## src/rtl/mem_pkg.sv

```systemverilog
// Shared types and constants for the slowmem arbiter: word width, memory
// latency, arbiter state encoding and the default requester map.
package mem_pkg;

    localparam int WORD     = 16;
    localparam int MEMDELAY = 4;

    localparam int NREQ_DEF = 4;
    localparam int IC0      = 0;
    localparam int IC1      = 1;
    localparam int DC0      = 2;
    localparam int DC1      = 3;

    typedef enum logic [1:0] {
        IDLE  = 2'd0,
        ISSUE = 2'd1,
        WAIT  = 2'd2,
        RESP  = 2'd3
    } arb_state_t;

    // Width of a requester index; at least one bit even for a single requester.
    function automatic int ptr_bits(input int n);
        return (n > 1) ? $clog2(n) : 1;
    endfunction

endpackage

```

## src/rtl/mem_arbiter_rr_picker.sv

```systemverilog
// Combinational round-robin picker: first valid requester strictly after ptr,
// wrapping around; returns a one-hot grant and an any-valid flag.
module rr_picker
    import mem_pkg::*;
#(
    parameter int NREQ = NREQ_DEF,
    parameter int PW   = ptr_bits(NREQ)
) (
    input  logic [NREQ-1:0] valid,
    input  logic [PW-1:0]   ptr,
    output logic [NREQ-1:0] grant,
    output logic            any
);

    localparam logic [NREQ-1:0] ONE = NREQ'(1);

    logic [NREQ-1:0] above_ptr;
    logic [NREQ-1:0] hi_req;
    logic [NREQ-1:0] pick_src;

    generate
        for (genvar gi = 0; gi < NREQ; gi++) begin : g_mask
            assign above_ptr[gi] = (gi > int'(ptr));
        end
    endgenerate

    // Requesters above the pointer win first; otherwise wrap to the lowest index.
    assign hi_req   = valid & above_ptr;
    assign pick_src = (|hi_req) ? hi_req : valid;
    assign grant    = pick_src & (~pick_src + ONE);
    assign any      = |valid;

endmodule

```

## src/rtl/mem_arbiter.sv

```systemverilog
// Round-robin arbiter sharing one slowmem port between NREQ cache requesters,
// one transaction in flight. Optional WAIT timeout: define MEMARB_TIMEOUT_EN.
module mem_arbiter
    import mem_pkg::*;
#(
    parameter int NREQ    = NREQ_DEF,
    parameter int AW      = 16,
    parameter int DW      = WORD,
    parameter int TIMEOUT = 32
) (
    input  logic                 clk,
    input  logic                 reset,
    input  logic [NREQ-1:0]      req_valid,
    input  logic [NREQ-1:0]      req_rnotw,
    input  logic [NREQ*AW-1:0]   req_addr,
    input  logic [NREQ*DW-1:0]   req_wdata,
    output logic [NREQ-1:0]      req_done,
    output logic                 req_err,
    output logic [DW-1:0]        rdata,
    output logic [NREQ-1:0]      grant,
    output logic                 mem_strobe,
    output logic                 mem_rnotw,
    output logic [AW-1:0]        mem_addr,
    output logic [DW-1:0]        mem_wdata,
    input  logic                 mem_mfc,
    input  logic [DW-1:0]        mem_rdata
);

    localparam int PW = ptr_bits(NREQ);

    arb_state_t      state_q, state_d;
    logic [NREQ-1:0] grant_q, grant_d;
    logic [NREQ-1:0] done_q, done_d;
    logic [PW-1:0]   rr_q, rr_d;
    logic [PW-1:0]   gidx_q, gidx_d;
    logic            strobe_q, strobe_d;
    logic            rnotw_q, rnotw_d;
    logic [AW-1:0]   addr_q, addr_d;
    logic [DW-1:0]   wdata_q, wdata_d;
    logic [DW-1:0]   rdata_q, rdata_d;

    logic [NREQ-1:0] pick_oh;
    logic            pick_any;
    logic [PW-1:0]   pick_idx;
    logic            sel_rnotw;
    logic [AW-1:0]   sel_addr;
    logic [DW-1:0]   sel_wdata;

`ifdef MEMARB_TIMEOUT_EN
    localparam int CW = $clog2(TIMEOUT + 1);
    logic [CW-1:0]   cnt_q, cnt_d;
    logic            err_q, err_d;
`else
    logic            unused_timeout;
    assign unused_timeout = ^TIMEOUT;
`endif

    rr_picker #(
        .NREQ (NREQ),
        .PW   (PW)
    ) u_picker (
        .valid (req_valid),
        .ptr   (rr_q),
        .grant (pick_oh),
        .any   (pick_any)
    );

    // Encode the one-hot pick and steer that requester's command fields.
    always_comb begin
        pick_idx  = '0;
        sel_rnotw = 1'b1;
        sel_addr  = '0;
        sel_wdata = '0;
        for (int i = 0; i < NREQ; i++) begin
            if (pick_oh[i]) begin
                pick_idx  = PW'(i);
                sel_rnotw = req_rnotw[i];
                sel_addr  = req_addr[i*AW +: AW];
                sel_wdata = req_wdata[i*DW +: DW];
            end
        end
    end

    always_comb begin
        state_d  = state_q;
        grant_d  = grant_q;
        done_d   = '0;
        rr_d     = rr_q;
        gidx_d   = gidx_q;
        strobe_d = 1'b0;
        rnotw_d  = rnotw_q;
        addr_d   = addr_q;
        wdata_d  = wdata_q;
        rdata_d  = rdata_q;
`ifdef MEMARB_TIMEOUT_EN
        cnt_d    = cnt_q;
        err_d    = 1'b0;
`endif
        case (state_q)
            IDLE: begin
                if (pick_any) begin
                    grant_d  = pick_oh;
                    gidx_d   = pick_idx;
                    rnotw_d  = sel_rnotw;
                    addr_d   = sel_addr;
                    wdata_d  = sel_wdata;
                    strobe_d = 1'b1;
                    state_d  = ISSUE;
                end
            end
            ISSUE: begin
                rr_d = gidx_q;
                if (rnotw_q) begin
                    state_d = WAIT;
`ifdef MEMARB_TIMEOUT_EN
                    cnt_d   = '0;
`endif
                end else begin
                    // slowmem commits the write on this edge; nothing to wait for.
                    done_d  = grant_q;
                    rdata_d = '0;
                    state_d = RESP;
                end
            end
            WAIT: begin
                if (mem_mfc) begin
                    rdata_d = mem_rdata;
                    done_d  = grant_q;
                    state_d = RESP;
                end
`ifdef MEMARB_TIMEOUT_EN
                else if (cnt_q == CW'(TIMEOUT - 1)) begin
                    rdata_d = '0;
                    err_d   = 1'b1;
                    done_d  = grant_q;
                    state_d = RESP;
                end else begin
                    cnt_d = cnt_q + CW'(1);
                end
`endif
            end
            RESP: begin
                grant_d = '0;
                state_d = IDLE;
            end
            default: state_d = IDLE;
        endcase
    end

    always_ff @(posedge clk or negedge reset) begin
        if (!reset) begin
            state_q  <= IDLE;
            grant_q  <= '0;
            done_q   <= '0;
            rr_q     <= PW'(NREQ - 1);
            gidx_q   <= '0;
            strobe_q <= 1'b0;
            rnotw_q  <= 1'b1;
            addr_q   <= '0;
            wdata_q  <= '0;
            rdata_q  <= '0;
        end else begin
            state_q  <= state_d;
            grant_q  <= grant_d;
            done_q   <= done_d;
            rr_q     <= rr_d;
            gidx_q   <= gidx_d;
            strobe_q <= strobe_d;
            rnotw_q  <= rnotw_d;
            addr_q   <= addr_d;
            wdata_q  <= wdata_d;
            rdata_q  <= rdata_d;
        end
    end

`ifdef MEMARB_TIMEOUT_EN
    always_ff @(posedge clk or negedge reset) begin
        if (!reset) begin
            cnt_q <= '0;
            err_q <= 1'b0;
        end else begin
            cnt_q <= cnt_d;
            err_q <= err_d;
        end
    end
    assign req_err = err_q;
`else
    assign req_err = 1'b0;
`endif

    assign req_done   = done_q;
    assign rdata      = rdata_q;
    assign grant      = grant_q;
    assign mem_strobe = strobe_q;
    assign mem_rnotw  = rnotw_q;
    assign mem_addr   = addr_q;
    assign mem_wdata  = wdata_q;

endmodule

```

## config.mk

```make
export PLATFORM = sky130hd
export DESIGN_NAME = mem_arbiter
export DESIGN_NICKNAME = d
export VERILOG_FILES = /design/src/rtl/mem_pkg.sv /design/src/rtl/mem_arbiter_rr_picker.sv /design/src/rtl/mem_arbiter.sv
export SDC_FILE = /design/constraint.sdc
export NUM_CORES = 1
export LEC_CHECK = 0
export ABC_AREA = 1
export CAP_MARGIN = 20
export CORE_MARGIN = 2
export CORE_UTILIZATION = 40
export CTS_CLUSTER_SIZE = 14
export DETAILED_ROUTE_END_ITERATION = 8
export PLACE_DENSITY = 0.86
export SETUP_SLACK_MARGIN = 0.15
export SLEW_MARGIN = 20
export SYNTH_ARGS = -nofsm -noshare
export SYNTH_HDL_FRONTEND = slang
export SYNTH_SLANG_ARGS = --single-unit
```

## constraint.sdc

```tcl
create_clock -name clk -period 2.15 [get_ports clk]
set_clock_uncertainty 0.05 [all_clocks]
set_input_delay 0.43 -clock clk [delete_from_list [all_inputs] [get_ports clk]]
set_output_delay 0.43 -clock clk [all_outputs]
set_load 0.1 [all_outputs]
```

==> reports/summary.txt <==
Drt wl/cell -> 14.89 µm
Final hold vios -> 0
Startpoint types -> register
Max-slew violation count -> 0
RePlAce Congestion -> 0.8782
Ports -> 214
Max Freq -> 545.3 MHz
Area growth syn-to-layout -> 61.48%
Worst-Skew Late Latency -> 0.34 ns
Final cell utilization of the core -> 66.31%
H-Tree Depth -> 3
CTS clk-pin slew, worst paths -> 0.08 ns
Synth Register Bits -> 64
Max-cap violations -> 0
Slowest cell delay on critical path -> 0.41 ns
Clock buffer depth -> 2
CP max-delay cell -> dfrtp_1
Largest net degree at the start of global routing -> 65
WP buf/inv -> 2
Worst min path class -> in -> async
# setup viols final -> 0
Fillers -> 840
Crit path cell chain -> inv_1, ha_1, inv_2, nor2_1, a21oi_1, nor2_4, nand3_1, nand2_1
Vias per Instance -> 5.090
Antenna Nets Post-Route -> 0
Crit Path Class -> reg -> reg
Post-Syn Instances -> 591
P_leak -> 3.315 nW
Initial antenna violation count -> 1
Worst path arrival time -> 2.05 ns
Die Footprint -> 10800 µm²
ANT cells -> 0
Status -> complete, no violations
Max VDD drop -> 0.001397 V
Pwr per Cell Area -> 1620 nW/µm²
CTS Buf Count -> 9
Routed Wire Length -> 13890 µm
Net Count, Synth -> 751
Sequential-to-total area share from yosys stat -> 40.18%
Detailed Routing Iterations Pass 1 -> 5
Setup bufs post-CTS -> 0
CP Max Fanout -> 16
Initial drt markers -> 255
Total Routing Usage GR -> 25.93%
RSZ-0062 raised after global routing -> no
Global route total overflow -> 0
Wire length of the first global-routing pass -> 22750 µm
Core box area -> 9729 µm²
WP data required -> 2.37 ns
Initial Utilization -> 41.06%
CTS tree -> built
Post-synthesis cell type count -> 24
Synthesized area per cell -> 6.760 µm²
Crit-path leading delay family -> simple AND/OR/NAND/NOR gates
Post-Syn Area -> 3995 µm²
DR vias -> 4749
# hold bufs at CTS -> 0
DRC Markers -> 0
Final min period -> 1.834 ns
CP endpoint kind -> register
Vias in the first global route -> 4738
Tcrit/Tclk final -> 85.30%
CTS Root Cell -> clkbuf_8
Synth warnings -> 0
Row count -> 36
Final TNS setup -> 0 ns
Die Wd -> 103.9 µm
Die height -> 103.9 µm
NumNets Final -> 955
Layout cell share with drive strength beyond 1 -> 14.37%
DP HPWL -> 10430 µm
PortBufs -> 212
Clock Sinks -> 64
-- synth_stat cells --
cell      number  area, µm²
o22ai_1        5      31.28
inv_1         38      142.6
nand4_1       34      212.7
a21oi_1        3      15.01
nand3_1      116      580.6
clkinv_1       7      26.28
nor2_1        13      48.80
dfstp_2        3      78.83
nand2_1      223      837.1
nand3_4        1      17.52
o21ai_1       11      55.05
dfrtp_1       61       1526
inv_2          7      26.28
buf_4          5      37.54
o21ai_0       12      60.06
clkbuf_1      14      52.55
nand2_2        4      25.02
buf_2         20      100.1
nor2_2         3      18.77
conb_1         1      3.750
buf_1          2      7.510
a21oi_4        1      16.27
a31oi_1        2      12.51
ha_1           5      62.56
-- repair_timing --
action | CTS | global route
setup endpoints to repair | 1 | 0
resized for setup | 1 | 0
hold endpoints to repair | 0 | 0
-- flip-flops by register name (all words and copies together), names as in the netlist --
| name | flops |
|---|---|
| gidx_q | 2 |
| rdata | 16 |
| req_done | 4 |
| mem_rnotw | 1 |
| mem_addr | 16 |
| state_q | 2 |
| mem_strobe | 1 |
| grant | 4 |
| mem_wdata | 16 |
| rr_q | 2 |
-- layout make-up --
cell class | instances | area, µm² | share of cell area, %
timing repair buffer | 234 | 2237 | 34.68
tap | 133 | 166.4 | 2.580
multi-input combinational | 434 | 2002 | 31.03
clock buffer | 11 | 141.4 | 2.192
clock inverter | 5 | 103.9 | 1.610
inverter | 52 | 195.2 | 3.026
sequential | 64 | 1605 | 24.88
-- logic make-up (layout without fill, tap and decap cells) --
kind of cell / count (synthesis) / after routing / share of synthesized area (%)
compound gates: 34 / 34 / 4.760
fa+ha+maj: 5 / 5 / 1.566
buf+inv: 93 / 302 / 9.835
flops: 64 / 64 / 40.18
other cells: 1 / 1 / 0.09387
simple gates: 394 / 394 / 43.56
-- final timing paths --
check / from / end / slack, ns / cells after the start
setup / recovery: state_q[1] / rdata[7] / 0.32 / 8
hold / removal: reset / rdata[11] / 0.05 / 2
setup reg to reg: state_q[1] / rdata[7] / 0.32 / 8
hold reg to reg: mem_addr[3] / mem_addr[3] / 0.43 / 2
max in group asynchronous: reset / rr_q[0] / 1.69 / 2
min in group clk: mem_addr[3] / mem_addr[3] / 0.43 / 2
-- per-layer routing --
metal	global-route usage [%]	routed length, µm	vias up	share of wire (%)
met5	0	13	-	0.094
met4	10.81	376	2	2.7
met3	6.579	1109	32	8.0
met2	46.43	7063	222	51
met1	29.25	5331	2165	38
li1	-	-	2328	-
-- worst register-to-register path: cells and delay by family (launching register included) --
kind | cells | cell delay, ns
adders and majority gates | 1 | 0.28
and+or+nand+nor | 4 | 0.72
buffers and inverters | 2 | 0.20
DFF | 1 | 0.41
AOI/OAI and AO/OA | 1 | 0.11
-- stage by stage --
stage          setup WS, ns  instance area, µm²  power [mW]  std cells  hold WS, ns
3_3_place_gp        0.06878                6201       9.038        917       0.4141
5_1_grt              0.1756                6451       11.07        933      0.06073
3_5_place_dp        0.02036                6201       9.183        917       0.4182
4_1_cts              0.3166                6451       10.49        933      0.06122
2_1_floorplan        0.2277                3995       7.225        591      0.08441
6_report             0.3160                6451       10.45        933      0.04629
-- report_power, final --
group          switching (mW)  internal (mW)  total, mW
Clock                   0.469          0.803       1.27
Sequential              0.323           1.72       2.05
Combinational            5.29           1.84       7.13
Total                    6.08           4.37       10.4
-- placed cells by master, fill, tap and decap left out, drive strengths merged, types with 11 or more instances in the layout --
cell type | netlist | final
nor2 | 16 | 16
clkbuf | 14 | 11
nand2 | 227 | 227
nand3 | 117 | 117
clkdlybuf4s50 | 0 | 153
nand4 | 34 | 34
o21ai | 23 | 23
inv | 45 | 45
buf | 27 | 81
dfrtp | 61 | 61
Note: power is estimated with default switching activity, not from simulation.
